$ cat config.mk
export PLATFORM = sky130hd
export DESIGN_NAME = accel_throttle_filter_flat
export DESIGN_NICKNAME = d
export VERILOG_FILES = /design/src/rtl/accel_throttle_filter_pkg.sv /design/src/rtl/accel_throttle_filter_if.sv /design/src/rtl/accel_moving_avg.sv /design/src/rtl/accel_throttle_filter.sv /design/src/flat_wrapper.sv
export SDC_FILE = /design/constraint.sdc
export NUM_CORES = 1
export LEC_CHECK = 0
export ABC_CLOCK_PERIOD_IN_PS = 7900
export BUFFER_PORTS_ARGS = -buffer_cell sky130_fd_sc_hd__buf_2
export CAP_MARGIN = 20
export CORE_MARGIN = 3
export CORE_UTILIZATION = 50
export DETAILED_ROUTE_END_ITERATION = 10
export GPL_TIMING_DRIVEN = 0
export PLACE_DENSITY = 0.77
export SYNTH_ARGS = -nofsm -noshare
export SYNTH_HDL_FRONTEND = slang
export SYNTH_HIERARCHICAL = 1
export SYNTH_SLANG_ARGS = --single-unit
$ cat constraint.sdc
create_clock -name Filterclock -period 7.9 [get_ports Filterclock]
set_input_delay 1.185 -clock Filterclock [delete_from_list [all_inputs] [get_ports Filterclock]]
set_output_delay 1.185 -clock Filterclock [all_outputs]
set_load 0.005 [all_outputs]
$ cat src/rtl/accel_throttle_filter_pkg.sv
// Shared types and default widths for the accelerometer throttle filter.
// Optional deadband is enabled by defining FILTER_DEADBAND_EN.
package filter_pkg;

    localparam int SAMPLE_W   = 12;
    localparam int OUT_W      = 10;
    localparam int LOG2_DEPTH = 3;

    typedef logic signed [SAMPLE_W+LOG2_DEPTH-1:0] sum_t;

    typedef enum logic {
        FILL,
        RUN
    } filter_state_t;

endpackage

$ cat src/rtl/accel_throttle_filter_if.sv
// Sample-in / throttle-out bundle between accelerometer front end,
// throttle filter and PWM generator.
interface accel_throttle_filter_if #(
    parameter int SAMPLE_W = 12,
    parameter int OUT_W    = 10
);

    logic                       SampleValid;
    logic signed [SAMPLE_W-1:0] SampleData;
    logic                       Enable;
    logic signed [OUT_W-1:0]    FilterOut;
    logic                       OutValid;
    logic                       Filling;

    modport master (
        output SampleValid, SampleData, Enable,
        input  FilterOut, OutValid, Filling
    );

    modport slave (
        input  SampleValid, SampleData, Enable,
        output FilterOut, OutValid, Filling
    );

endinterface

$ cat src/rtl/accel_moving_avg.sv
// Ring buffer with running sum over the last 2^LOG2_DEPTH samples.
// full marks a sum that covers a complete window.
module accel_moving_avg #(
    parameter int SAMPLE_W   = filter_pkg::SAMPLE_W,
    parameter int LOG2_DEPTH = filter_pkg::LOG2_DEPTH
) (
    input  logic                                  clk,
    input  logic                                  rst,
    input  logic                                  in_valid,
    input  logic signed [SAMPLE_W-1:0]            in_data,
    output logic signed [SAMPLE_W+LOG2_DEPTH-1:0] sum,
    output logic                                  sum_valid,
    output logic                                  full
);

    localparam int DEPTH = 1 << LOG2_DEPTH;
    localparam int SW    = SAMPLE_W + LOG2_DEPTH;

    logic signed [SAMPLE_W-1:0] ring [DEPTH];
    logic [LOG2_DEPTH-1:0]      wptr;
    logic [LOG2_DEPTH:0]        fill_cnt;
    logic [LOG2_DEPTH:0]        fill_nxt;
    logic signed [SW-1:0]       new_x;
    logic signed [SW-1:0]       old_x;

    // Saturating fill count and sign-extended add/remove operands
    always_comb begin
        fill_nxt = fill_cnt;
        if (fill_cnt != (LOG2_DEPTH+1)'(DEPTH))
            fill_nxt = fill_cnt + 1'b1;
        new_x = {{LOG2_DEPTH{in_data[SAMPLE_W-1]}}, in_data};
        old_x = {{LOG2_DEPTH{ring[wptr][SAMPLE_W-1]}}, ring[wptr]};
    end

    // S1: overwrite oldest entry (read-before-write) and update sum
    always_ff @(posedge clk) begin
        if (rst) begin
            for (int i = 0; i < DEPTH; i++)
                ring[i] <= '0;
            wptr      <= '0;
            fill_cnt  <= '0;
            sum       <= '0;
            sum_valid <= 1'b0;
            full      <= 1'b0;
        end else begin
            sum_valid <= in_valid;
            if (in_valid) begin
                ring[wptr] <= in_data;
                sum        <= sum + new_x - old_x;
                wptr       <= wptr + 1'b1;
                fill_cnt   <= fill_nxt;
                full       <= (fill_nxt == (LOG2_DEPTH+1)'(DEPTH));
            end
        end
    end

endmodule

$ cat src/rtl/accel_throttle_filter.sv
// Moving-average + slew-limited throttle for the PWM stage.
// Define FILTER_DEADBAND_EN to zero small targets (|target| < DEADBAND).
module accel_throttle_filter #(
    parameter int SAMPLE_W   = filter_pkg::SAMPLE_W,
    parameter int LOG2_DEPTH = filter_pkg::LOG2_DEPTH,
    parameter int OUT_W      = filter_pkg::OUT_W,
    parameter int SLEW_STEP  = 4,
    parameter int DEADBAND   = 16
) (
    input  logic                    Filterclock,
    input  logic                    Filterreset,
    accel_throttle_filter_if.slave  bus
);

    import filter_pkg::*;

    localparam int SW    = SAMPLE_W + LOG2_DEPTH;
    localparam int SHIFT = LOG2_DEPTH + SAMPLE_W - OUT_W;
    localparam logic signed [OUT_W:0]   STEP_X = (OUT_W+1)'(SLEW_STEP);
    localparam logic signed [OUT_W-1:0] STEP_O = OUT_W'(SLEW_STEP);

    logic                       s0_v;
    logic signed [SAMPLE_W-1:0] s0_d;
    logic signed [SW-1:0]       sum;
    logic                       sum_valid;
    logic                       full;
    logic signed [OUT_W-1:0]    tgt_pre;
    logic                       tgt_v;
    logic                       tgt_full;
    logic signed [OUT_W-1:0]    tgt;
    logic signed [OUT_W:0]      diff;
    filter_state_t              state;
    logic signed [OUT_W-1:0]    out_q;
    logic                       ov_q;
    logic                       fill_q;

    // Edge 0: capture the incoming sample
    always_ff @(posedge Filterclock) begin
        if (Filterreset) begin
            s0_v <= 1'b0;
            s0_d <= '0;
        end else begin
            s0_v <= bus.SampleValid;
            if (bus.SampleValid)
                s0_d <= bus.SampleData;
        end
    end

    accel_moving_avg #(
        .SAMPLE_W   (SAMPLE_W),
        .LOG2_DEPTH (LOG2_DEPTH)
    ) u_avg (
        .clk       (Filterclock),
        .rst       (Filterreset),
        .in_valid  (s0_v),
        .in_data   (s0_d),
        .sum       (sum),
        .sum_valid (sum_valid),
        .full      (full)
    );

`ifdef FILTER_DEADBAND_EN
    logic signed [OUT_W-1:0] tgt_raw;
    logic signed [OUT_W:0]   tgt_ext;
    logic signed [OUT_W:0]   tgt_mag;

    // Rescale, then zero targets inside the deadband (-512 safe in OUT_W+1)
    always_comb begin
        tgt_raw = OUT_W'(sum >>> SHIFT);
        tgt_ext = {tgt_raw[OUT_W-1], tgt_raw};
        tgt_mag = (tgt_ext < 0) ? -tgt_ext : tgt_ext;
        tgt_pre = tgt_raw;
        if (tgt_mag < $signed((OUT_W+1)'(DEADBAND)))
            tgt_pre = '0;
    end
`else
    // Rescale window sum to the throttle range
    always_comb begin
        tgt_pre = OUT_W'(sum >>> SHIFT);
    end
`endif

    // S2: register target, forced to zero while disabled
    always_ff @(posedge Filterclock) begin
        if (Filterreset) begin
            tgt_v    <= 1'b0;
            tgt_full <= 1'b0;
            tgt      <= '0;
        end else begin
            tgt_v <= sum_valid;
            if (sum_valid) begin
                tgt      <= bus.Enable ? tgt_pre : '0;
                tgt_full <= full;
            end
        end
    end

    // Distance from current throttle to target
    always_comb begin
        diff = {tgt[OUT_W-1], tgt} - {out_q[OUT_W-1], out_q};
    end

    // S3: fill/run state machine and slew-limited throttle update
    always_ff @(posedge Filterclock) begin
        if (Filterreset) begin
            state  <= FILL;
            out_q  <= '0;
            ov_q   <= 1'b0;
            fill_q <= 1'b1;
        end else begin
            ov_q <= 1'b0;
            if (tgt_v && (tgt_full || state == RUN)) begin
                state  <= RUN;
                fill_q <= 1'b0;
                ov_q   <= 1'b1;
                if (diff > STEP_X)
                    out_q <= out_q + STEP_O;
                else if (diff < -STEP_X)
                    out_q <= out_q - STEP_O;
                else
                    out_q <= tgt;
            end
        end
    end

    assign bus.FilterOut = out_q;
    assign bus.OutValid  = ov_q;
    assign bus.Filling   = fill_q;

endmodule

$ cat src/flat_wrapper.sv
// flat-port wrapper written by rule: the top's interface ports become plain ports
module accel_throttle_filter_flat import filter_pkg::*;
#(
    parameter int SAMPLE_W   = filter_pkg::SAMPLE_W,
    parameter int LOG2_DEPTH = filter_pkg::LOG2_DEPTH,
    parameter int OUT_W      = filter_pkg::OUT_W,
    parameter int SLEW_STEP  = 4,
    parameter int DEADBAND   = 16
)
  (Filterclock, Filterreset, bus_SampleValid, bus_SampleData, bus_Enable, bus_FilterOut, bus_OutValid, bus_Filling);
  accel_throttle_filter_if #(.SAMPLE_W(SAMPLE_W), .OUT_W(OUT_W)) bus_i ();
  input  logic Filterclock;
  input  logic Filterreset;
  input wire logic [$bits(bus_i.SampleValid)-1:0] bus_SampleValid;
  input wire logic [$bits(bus_i.SampleData)-1:0] bus_SampleData;
  input wire logic [$bits(bus_i.Enable)-1:0] bus_Enable;
  output wire logic [$bits(bus_i.FilterOut)-1:0] bus_FilterOut;
  output wire logic [$bits(bus_i.OutValid)-1:0] bus_OutValid;
  output wire logic [$bits(bus_i.Filling)-1:0] bus_Filling;
  assign bus_i.SampleValid = bus_SampleValid;
  assign bus_i.SampleData = bus_SampleData;
  assign bus_i.Enable = bus_Enable;
  assign bus_FilterOut = bus_i.FilterOut;
  assign bus_OutValid = bus_i.OutValid;
  assign bus_Filling = bus_i.Filling;
  accel_throttle_filter #(.SAMPLE_W(SAMPLE_W), .LOG2_DEPTH(LOG2_DEPTH), .OUT_W(OUT_W), .SLEW_STEP(SLEW_STEP), .DEADBAND(DEADBAND)) u_core (.Filterclock(Filterclock), .Filterreset(Filterreset), .bus(bus_i));
endmodule
==> flow_summary.ini <==
[critical_path]
timing.critical_path.buf_inv = 4
slowest_stage = clkbuf_1
crit_fanout = 10
rr_worst_depth = 15
slowest_delay_ns = 0.54
cp.required_ns = 8.21
cp_cell_sequence = clkbuf_1, clkbuf_1, mux4_2, mux2_2, ha_1, inv_1, ha_1, inv_1, fa_1, nor2b_1, o31a_1, a2bb2oi_2, a41oi_1, and4_1, a311o_1
critPathArrivalTime_ns = 4.55
startpoint_type = flop
critPathTopFamily = compound AO/OA/AOI/OAI gates
cp_num_cells = 15
crit_path_end_kind = flop
path_class = flop to flop

[run]
cap_viol_max_count = 0

[grt]
antenna_found_initial = 0
track_usage = 0.234
overflow = 0
grt_pass1_wl_um = 36000
grt_max_degree = 17
grt_pass1_vias = 6672

[outcome]
status = finished, final reports clean

[clocking]
postCtsHoldBufs = 0
cts_inserted_buffers = 17
cts_setup_buffers = 0
cts_tree = built
clk_pin_slew_ns = 0.06
cts_resized = 0
clk_latency_ns = 0.43
numClockSinks = 161
cts-root-buf = clkbuf_16
clockBufferDepth = 2
cts_max_level = 4

[timing]
hold_violations = 0
period_minus_slack_ns = 4.24
finalWorstSetupSlack_ns = 3.66
fin_skew_ns = 0.0103
setup_viol = 0
drv_slew = 0
finalSetupTns_ns = 0
rsz0062_at_grt = false
slew_headroom = 0.454
worst_hold_slack_ns = 0.445
worstMarginPinSlew_ns = 0.819
fmax_mhz = 236
fin_crit_sh = 0.536

[floorplan]
io_pins = 28
rows = 48
start_util = 0.515
dieArea_mm2 = 0.0196
dieWidth_um = 140
die_h_um = 140
core_mm2 = 0.0174

[power]
p_per_area_mw_per_mm2 = 230
ir_drop_v = 0.000184
leakagePower_nw = 3.73

[detailed_routing]
vias = 6842
postRouteAntennaNets = 0
routed_wl_um = 22200
via_per_inst = 6.08
dr.first_iter.drc_count = 658
wl_per_cell_um = 19.7
first_pass_iters = 5
post-route-drc-count = 0

[synthesis]
synth-edff-count = 96
synth_nets = 897
synth_ff_type = edfxtp_1
synth_commonest_cells = edfxtp_1 (96), inv_1 (67), dfxtp_1 (65), nor2_1 (65), nor4_1 (52)
syn_inst = 836
yosysUniqueCellTypes = 78
ys_ff_latch = 161
synth_most_common_cell = edfxtp_1
synth_area_mm2 = 0.00897
yosysTopAreaCell = edfxtp_1
async_reset_ff_frac = 0
synth.top_cell.area_share = 0.321
yosysSeqAreaShare = 0.466
postSynthAreaPerCell_um2 = 10.7
synthTopCellsByArea = edfxtp_1 (32%), dfxtp_1 (15%), mux4_2 (5.5%), ha_1 (4.2%), nor4_1 (3.6%)
ys_warn_count = 6

[placed_design]
place_area_mm2 = 0.00946
dp_hpwl_um = 16100
place_ws_ns = 3.75
numPortBuffers = 25
routabilityCongestion = 0.891

[min_path]
hp-class = flop to flop
holdPathStages = 2

[cells_and_area]
fill_cells = 1450
area_growth_pct = 11.8
nets = 948
drive_gt1_frac = 0.136
n_antenna_cell = 0
finish.instance_area_mm2 = 0.0100
post-route-util = 0.576
registers in the layout, summed over array words and instances, names as in the netlist, 3 cells and up, named ones only:
register	cells
u_core/bus.FilterOut	10
u_core/u_avg/wptr	3
u_core/u_avg/ring	96
u_core/tgt	10
u_core/u_avg/sum	15
u_core/u_avg/fill_cnt	4
u_core/s0_d	12
stage by stage:
stage	total power, mW	cells
after global placement	1.50	1086
after detailed placement	1.51	1093
after CTS	2.31	1125
after global routing	2.41	1125
final	2.31	1125
after floorplan	1.39	836
placed cells by master, fill, tap and decap left out, drive strengths merged, types with 4 or more instances in the layout:
cell / n
edfxtp: 96
mux2i: 29
and2: 14
buf: 41
mux2: 12
nor2: 65
xnor2: 18
o211ai: 9
clkbuf: 66
nor2b: 16
nand2b: 10
o21a: 4
and3: 6
fa: 15
clkinv: 16
or3: 6
o21ai: 25
a211oi: 8
a21oi: 31
xor2: 4
o31ai: 7
nand4: 5
a21o: 5
mux4: 24
nor3: 46
nand2: 27
a31oi: 7
nand3: 10
and4: 4
ha: 30
dfxtp: 65
nor4: 53
inv: 74
or2: 5
kinds of logic (layout without fill, tap and decap cells):
logic type / Yosys count / in the layout / synth area share
and+or+nand+nor: 276 / 276 / 0.164
DFF: 161 / 161 / 0.466
buffers and inverters: 136 / 200 / 0.0591
AOI/OAI and AO/OA: 131 / 131 / 0.104
muxes: 65 / 65 / 0.109
adders and majority gates: 45 / 45 / 0.0753
xor gates and xnor gates: 22 / 22 / 0.0223
report_power, final:
group / leakage [nW] / internal [mW] / switching, mW
clock: 0.279 / 0.463 / 0.335
combinational: 1.92 / 0.229 / 0.318
sequential: 1.52 / 0.932 / 0.0284
total: 3.73 / 1.62 / 0.681
final timing paths:
kind	startpoint	endpoint	slack, ns
setup / recovery	flop	u_core/u_avg/sum[12]	3.66
hold / removal	u_core/bus.Filling	u_core/bus.Filling	0.45
setup reg to reg	flop	u_core/u_avg/sum[12]	3.66
hold reg to reg	u_core/bus.Filling	u_core/bus.Filling	0.45
layer usage:
layer  wire length, µm  global-route usage
met5                 0                   0
met2             11000               0.389
met4               862               0.106
met3              1370              0.0362
met1              8990               0.304
cell type report:
class                   count  area (µm²)  share of cell area
plain buffers              53         219              0.0218
repair buffers             32         185              0.0185
multi-input cells         539        4280               0.426
inverters                  83         312              0.0311
well taps                 225         282              0.0281
clock inverters            10         101              0.0101
flip-flops and latches    161        4180               0.417
clock buffers              22         474              0.0473
worst register-to-register path, cell delays in order (launching register included):
cell and delay [ns]:
dfxtp_1 0.30, clkbuf_1 0.27, clkbuf_1 0.54, mux4_2 0.43, mux2_2 0.31, ha_1 0.27, inv_1 0.06, ha_1 0.15
inv_1 0.05, fa_1 0.40, nor2b_1 0.17, o31a_1 0.24, a2bb2oi_2 0.25, a41oi_1 0.18, and4_1 0.24, a311o_1 0.26
No activity file was read; power rests on OpenSTA's default activity.
